`src/rtl/mmio_regfile.sv`:
```
// Memory-mapped bank of WORDS 32-bit registers with byte strobes, per-bit write
// masks, write-1-to-clear bits, hardware set inputs, registered reads and write notifies.
module mmio_regfile #(
   parameter int unsigned         WORDS       = 4,
   parameter logic [32*WORDS-1:0] RESET_VALUE = '0,
   parameter logic [32*WORDS-1:0] WMASK       = '1,
   parameter logic [32*WORDS-1:0] W1C_MASK    = '0
) (
   input  logic                  clk,
   input  logic                  rst,
   input  logic                  re,
   input  logic                  we,
   input  logic [3:0]            wstrb,
   input  logic [31:0]           wd,
   input  logic [29:0]           addr,
   output logic [31:0]           rd,
   output logic                  rvalid,
   output logic                  err,
   output logic [32*WORDS-1:0]   hw_rd,
   input  logic [32*WORDS-1:0]   hw_set,
   output logic [WORDS-1:0]      wr_pulse
);

   localparam int unsigned SW = (WORDS > 1) ? $clog2(WORDS) : 1;

   logic [WORDS-1:0][31:0] regs_q, regs_d;
   logic [31:0]            rd_q, rd_d;
   logic                   rvalid_q, rvalid_d;
   logic                   err_q, err_d;
   logic [WORDS-1:0]       wr_pulse_q, wr_pulse_d;

   logic [SW:0]            sel_ext;
   logic                   in_range;
   logic [31:0]            byte_en;
   logic [31:0]            rd_word;
   logic                   unused_addr;

   assign sel_ext     = {1'b0, addr[SW-1:0]};
   assign in_range    = (sel_ext < (SW+1)'(WORDS));
   assign unused_addr = ^addr[29:SW];
   assign byte_en     = {{8{wstrb[3]}}, {8{wstrb[2]}}, {8{wstrb[1]}}, {8{wstrb[0]}}};

   // Software view of one word: masked bits either take wd or clear where wd is 1.
   function automatic logic [31:0] sw_write(input logic [31:0] old_val,
                                            input logic [31:0] data,
                                            input logic [31:0] wmask,
                                            input logic [31:0] w1c);
      logic [31:0] plain_bits;
      logic [31:0] clear_bits;
      plain_bits = wmask & ~w1c & data;
      clear_bits = wmask &  w1c & old_val & ~data;
      return (old_val & ~wmask) | plain_bits | clear_bits;
   endfunction

   always_comb begin
      // NOTE: every output of this block gets a default first, so no path can infer a latch.
      regs_d     = regs_q;
      rd_d       = rd_q;
      rvalid_d   = re;
      err_d      = (re || we) && !in_range;
      wr_pulse_d = '0;
      rd_word    = '0;

      for (int i = 0; i < int'(WORDS); i++) begin
         if (sel_ext == (SW+1)'(i)) begin
            rd_word = regs_q[i];
            if (we && (wstrb != 4'b0000)) begin
               regs_d[i]     = sw_write(regs_q[i], wd,
                                        WMASK[32*i +: 32] & byte_en,
                                        W1C_MASK[32*i +: 32]);
               wr_pulse_d[i] = 1'b1;
            end
         end
         // Hardware set is applied last so it beats a same-cycle clear or write-0.
         regs_d[i] = regs_d[i] | hw_set[32*i +: 32];
      end

      if (re) begin
         rd_d = in_range ? rd_word : 32'h0;
      end
   end

   always_ff @(posedge clk or posedge rst) begin
      if (rst) begin
         // NOTE: the bank is plain flops, so it resets to the parameter image like any other state.
         regs_q     <= RESET_VALUE;
         rd_q       <= '0;
         rvalid_q   <= 1'b0;
         err_q      <= 1'b0;
         wr_pulse_q <= '0;
      end else begin
         // NOTE: non-blocking updates keep every flop sampling pre-edge values.
         regs_q     <= regs_d;
         rd_q       <= rd_d;
         rvalid_q   <= rvalid_d;
         err_q      <= err_d;
         wr_pulse_q <= wr_pulse_d;
      end
   end

   assign hw_rd    = regs_q;
   assign rd       = rd_q;
   assign rvalid   = rvalid_q;
   assign err      = err_q;
   assign wr_pulse = wr_pulse_q;

endmodule

```
`config.mk`:
```
export PLATFORM = sky130hd
export DESIGN_NAME = mmio_regfile
export DESIGN_NICKNAME = d
export VERILOG_FILES = /design/src/rtl/mmio_regfile.sv
export SDC_FILE = /design/constraint.sdc
export NUM_CORES = 1
export LEC_CHECK = 0
export ABC_AREA = 0
export CORE_AREA = 2 2 142 144
export CTS_BUF_LIST = sky130_fd_sc_hd__clkbuf_4 sky130_fd_sc_hd__clkbuf_8
export DETAILED_ROUTE_END_ITERATION = 12
export DIE_AREA = 0 0 144 146
export PLACE_DENSITY = 0.79
export SLEW_MARGIN = 20
export SYNTH_ARGS = -nofsm -noshare
export SYNTH_HDL_FRONTEND = slang
export SYNTH_SLANG_ARGS = --single-unit
```
`constraint.sdc`:
```
create_clock -name clk -period 14.05 [get_ports clk]
set_input_delay 2.81 -clock clk [delete_from_list [all_inputs] [get_ports clk]]
set_output_delay 2.81 -clock clk [all_outputs]
set_load 0.05 [all_outputs]
```
Yosys cells after proc, flatten, opt, wreduce, memory -nomap -nowiden
Index checks and enable logic that the tools add are counted.

storage, ports and cells
  logic and storage cells = 50
  output and inout port bits = 166
  input bits = 198
  register bits = 166

cells by class
  eq/ne operators = 3
  reduce and logical (&&, ||, !) cells = 6
  muxes and demuxes = 18
  order comparisons = 1
  bitwise gates (word level) = 14

operators by type and width
  operator                                                                      number
  32-bit 2-to-1 mux                                                             13
  32-bit bitwise OR                                                             8
  32-bit AND                                                                    5
  32-bit inverter                                                               1
  1-bit 2-to-1 mux                                                              5
  2-bit == test, second input constant                                          2
  4-bit nonzero test                                                            1
  3-bit zero test                                                               1
  2-bit by 3-bit less-than comparator with 1-bit output, second input constant  1
  2-bit by 1-bit == test with 1-bit output, second input constant               1
  1-bit logical AND                                                             2
  1-bit zero test                                                               1
  1-bit logical OR                                                              1

Logic depth before layout (Yosys ltp)
  depth after elaboration = 6
  gate-level depth with buffers = 5
  gate-level depth less buffers = 2

Worst setup path after synthesis
OpenSTA, ideal clock, no wires.

  kind = input -> register
  from = input port we
  to = register regs_q, in the netlist hw_rd[72]
  slack = 10.405 ns
  buffers on the path = 3
  data arrival time = 3.565 ns
  setup time = 0.079 ns
  cell stages on the path = 5
  data required time = 13.971 ns
  cells stage by stage = buf_6 > buf_6 > and4b_1 > buf_6 > mux2i_1

RTL lines
  what                  line  text
  from (decl)           12    input logic we,
  to (signal assigned)  93    regs_q <= regs_d;
  to (decl)             26    logic [WORDS-1:0][31:0] regs_q, regs_d;

==> impl_summary.md <==
Logic synthesis
After synthesis the netlist holds a flip-flop and latch count of 165. Counting every instance in the synthesized netlist gives approximately 740. The multiplexer share of the synthesized area is 0.236. The number of distinct standard cells referenced by the synthesized netlist is 23. The Yosys warning count is 0. Of the synthesized area, sequential elements account for 0.508. By area, the combinational part of the netlist is dominated by multiplexers. The post-synthesis instance area is 0.00813 mm². The synthesized netlist net count is around 940. The simple-gate share of the synthesized area is 0.180. The adder-cell share of the synthesized area is 0. The average instance in the mapped netlist occupies 11.0 µm².

The xor-xnor portion of the synthesized cell area is 0. The synthesized-area fraction occupied by ao, oa, aoi and oai cells was 0.0345.

Critical path
Data on the critical path arrives at its endpoint at 5180 ps. The type of origin of the critical path is a primary input. The required time of the critical path is roughly 14000 ps. In this run the worst setup path begins at addr[0]. The kind of critical path is primary input to flop. The peak fanout along the critical path is 46. STA classifies the critical path endpoint as a flop. The start of the worst register-to-register path is hw_rd[102].

STA
The worst-margin pin slew is 967 ps. The minimum clock period after layout is 4820 ps. The final period utilization is 0.343. Across the routed clock network, the largest skew measured is roughly 13 ps.

The final max-slew violation count is 0. The setup TNS is 0 ps. The peak clock frequency supported by timing is 0.208 GHz.

Setup repair after global routing left no endpoint under its margin. The hold violation count in the final report is 0. Setup violations remaining at the end of the flow were counted as 0.

The worst slew margin relative to its limit is 0.356.

GRT
The via count of the first global-routing pass is roughly 7000. The wire length of the first global-routing pass is ~38 mm. Global routing finished with a remaining overflow of 0. The initial antenna violation count is 0.

The largest net degree at the start of global routing is 91. In the global route stage, overall resource usage came out at 0.238.

Clock tree
In this run the number of H-tree levels came out at 4. The tree is rooted in a clkbuf_8. Gates resized during post-CTS repair numbered 0.

The number of buffers added by the clock tree synthesis step is 17. The CTS tree is yes. Clock latency on the worst-skew pair, taken at its later pin, is approximately 440 ps. The TritonCTS sink count is ~170. The number of hold buffers added after CTS was 0. Clock-pin slew was measured on the worst setup and hold paths at 90 ps. After clock tree synthesis, the setup repair step added 0 buffers. The clock passes through at most 2 buffers.

Layout
At the end of the flow, the number of nets in the layout was 1258. The area growth from synthesis to final layout is 46.2%. The count of inserted antenna diode cells is 0. The ratio of cells with drive above 1 in the final layout is 0.0430.

Placement
The number of port buffers is around 330. The HPWL reported at the end of detailed placement is 17.7 mm. Routability-driven placement finished with a final weighted congestion of 0.819.

Route
The number of vias in the routed layout is 6820. The post-route antenna net violation count is 0. The via density per instance is slightly above 5.

The first routing iteration left between 300 and 400 violations. The number of DRC violations after detailed routing is 0. After detailed routing, the average wire length per cell comes to 18.9 µm. Summed over all layers, the routed wires come to approximately 25 mm. The first detailed-routing pass took 5 iterations.

Die
The height of the die is 146 µm. The die area is around 0.021 mm². The starting utilization of the core area is 0.421.

In this run the standard cell core region covers 0.0193 mm². The standard-cell row count is 51. The die is between 100 and 150 µm wide. The count of pins on the block boundary is 364.

Status
The run finished with clean final reports.

Power and ir drop
The peak supply drop is 0.0495 mV. The leakage power of the design is about 4.7 nW. The power density over the cells is 90.3 mW/mm². Overall power consumption after layout is estimated at 1.07 mW.

Job
The max-capacitance violation count is 0.

Hold path
In this run the most critical hold path is launched from rd[25]. The class of the tightest hold or removal check is flop to flop.
## final timing paths
path / slack, ps / end / cells after the start
min: 500 / rd[25] / 2
max in group asynchronous: 9630 / rd[19] / 3
max: 9230 / hw_rd[59] / 4
max reg2reg: 13140 / rd[6] / 2
min reg2reg: 500 / rd[25] / 2
min in group asynchronous: 2900 / rd[24] / 2
## layout by cell type (no fill, tap or decap), types with 2 or more instances in the layout
cell type,count
clkdlybuf4s50_1,333
nor2_1,256
mux2i_1,192
dfrtp_1,165
nand2b_1,32
o221ai_1,32
clkbuf_8,20
and4b_1,8
buf_4,5
nand4_4,4
nor4bb_4,3
clkinv_2,3
clkinvlp_4,2
clkinv_4,2
clkbuf_4,2
## Yosys cell counts (all sizes together)
| cell | count | area share |
|---|---|---|
| nand4 | 4 | 0.010 |
| clkbuf | 3 | 0.0014 |
| nor4bb | 3 | 0.0092 |
| nor3b | 1 | 0.00092 |
| o221ai | 32 | 0.034 |
| buf | 32 | 0.039 |
| nor3 | 1 | 0.00061 |
| dfrtp | 165 | 0.51 |
| nor4 | 1 | 0.00077 |
| nor4b | 1 | 0.0011 |
| and4bb | 2 | 0.0031 |
| conb | 1 | 0.00046 |
| nand2b | 33 | 0.025 |
| and4b | 8 | 0.0098 |
| mux2i | 192 | 0.24 |
| nor2 | 256 | 0.12 |
| inv | 1 | 0.00046 |
| nand2 | 2 | 0.00092 |
## report_power, final
group	total [mW]	internal [mW]	switching (mW)	leakage (nW)
registers	0.506	0.493	0.0127	1.57
logic	0.240	0.101	0.140	2.91
clock network	0.328	0.156	0.172	0.187
## kinds of logic after synthesis
logic type	Yosys count
compound gates	32
buf+inv	36
flops	165
simple gates	312
other cells	1
mux	192
## flip-flops by register name, summed over array words and instances (netlist names)
signal    cells
hw_rd       128
rd           32
rvalid        1
wr_pulse      4
## critical path: stages
cell and delay [ps]:
buf_4 550, buf_4 740, and4b_1 740, mux2i_1 280
## stage by stage
step / util / setup WS, ps / hold slack, ps / instance area [µm²] / std cells
6_report: 0.615 / 9230 / 504 / 11900 / 1336
5_1_grt: 0.615 / 9160 / 533 / 11900 / 1336
4_1_cts: 0.615 / 9260 / 506 / 11900 / 1336
3_5_place_dp: 0.596 / 8770 / 483 / 11500 / 1306
3_3_place_gp: 0.596 / 8810 / 478 / 11500 / 1306
2_1_floorplan: - / 6780 / 794 / 8130 / 738
## metal layers
layer  part of all wire  global-route usage  vias to the layer above
met5                  0                   0                        -
met4              0.018              0.0691                        0
met1               0.41               0.297                     3337
met3              0.074              0.0648                       29
met2               0.50               0.403                      257
li1                   -                   -                     3197
## layout make-up
| type | instances | area (µm²) |
|---|---|---|
| multi-input cells | 537 | 3680 |
| clock inverters | 8 | 77.6 |
| clock buffers | 22 | 290 |
| flip-flops and latches | 165 | 4130 |
| well taps | 265 | 332 |
| fillers | 1580 | 7450 |
| repair buffers | 338 | 3370 |
| inverters | 1 | 8.76 |
No activity file was read; power rests on OpenSTA's default activity.
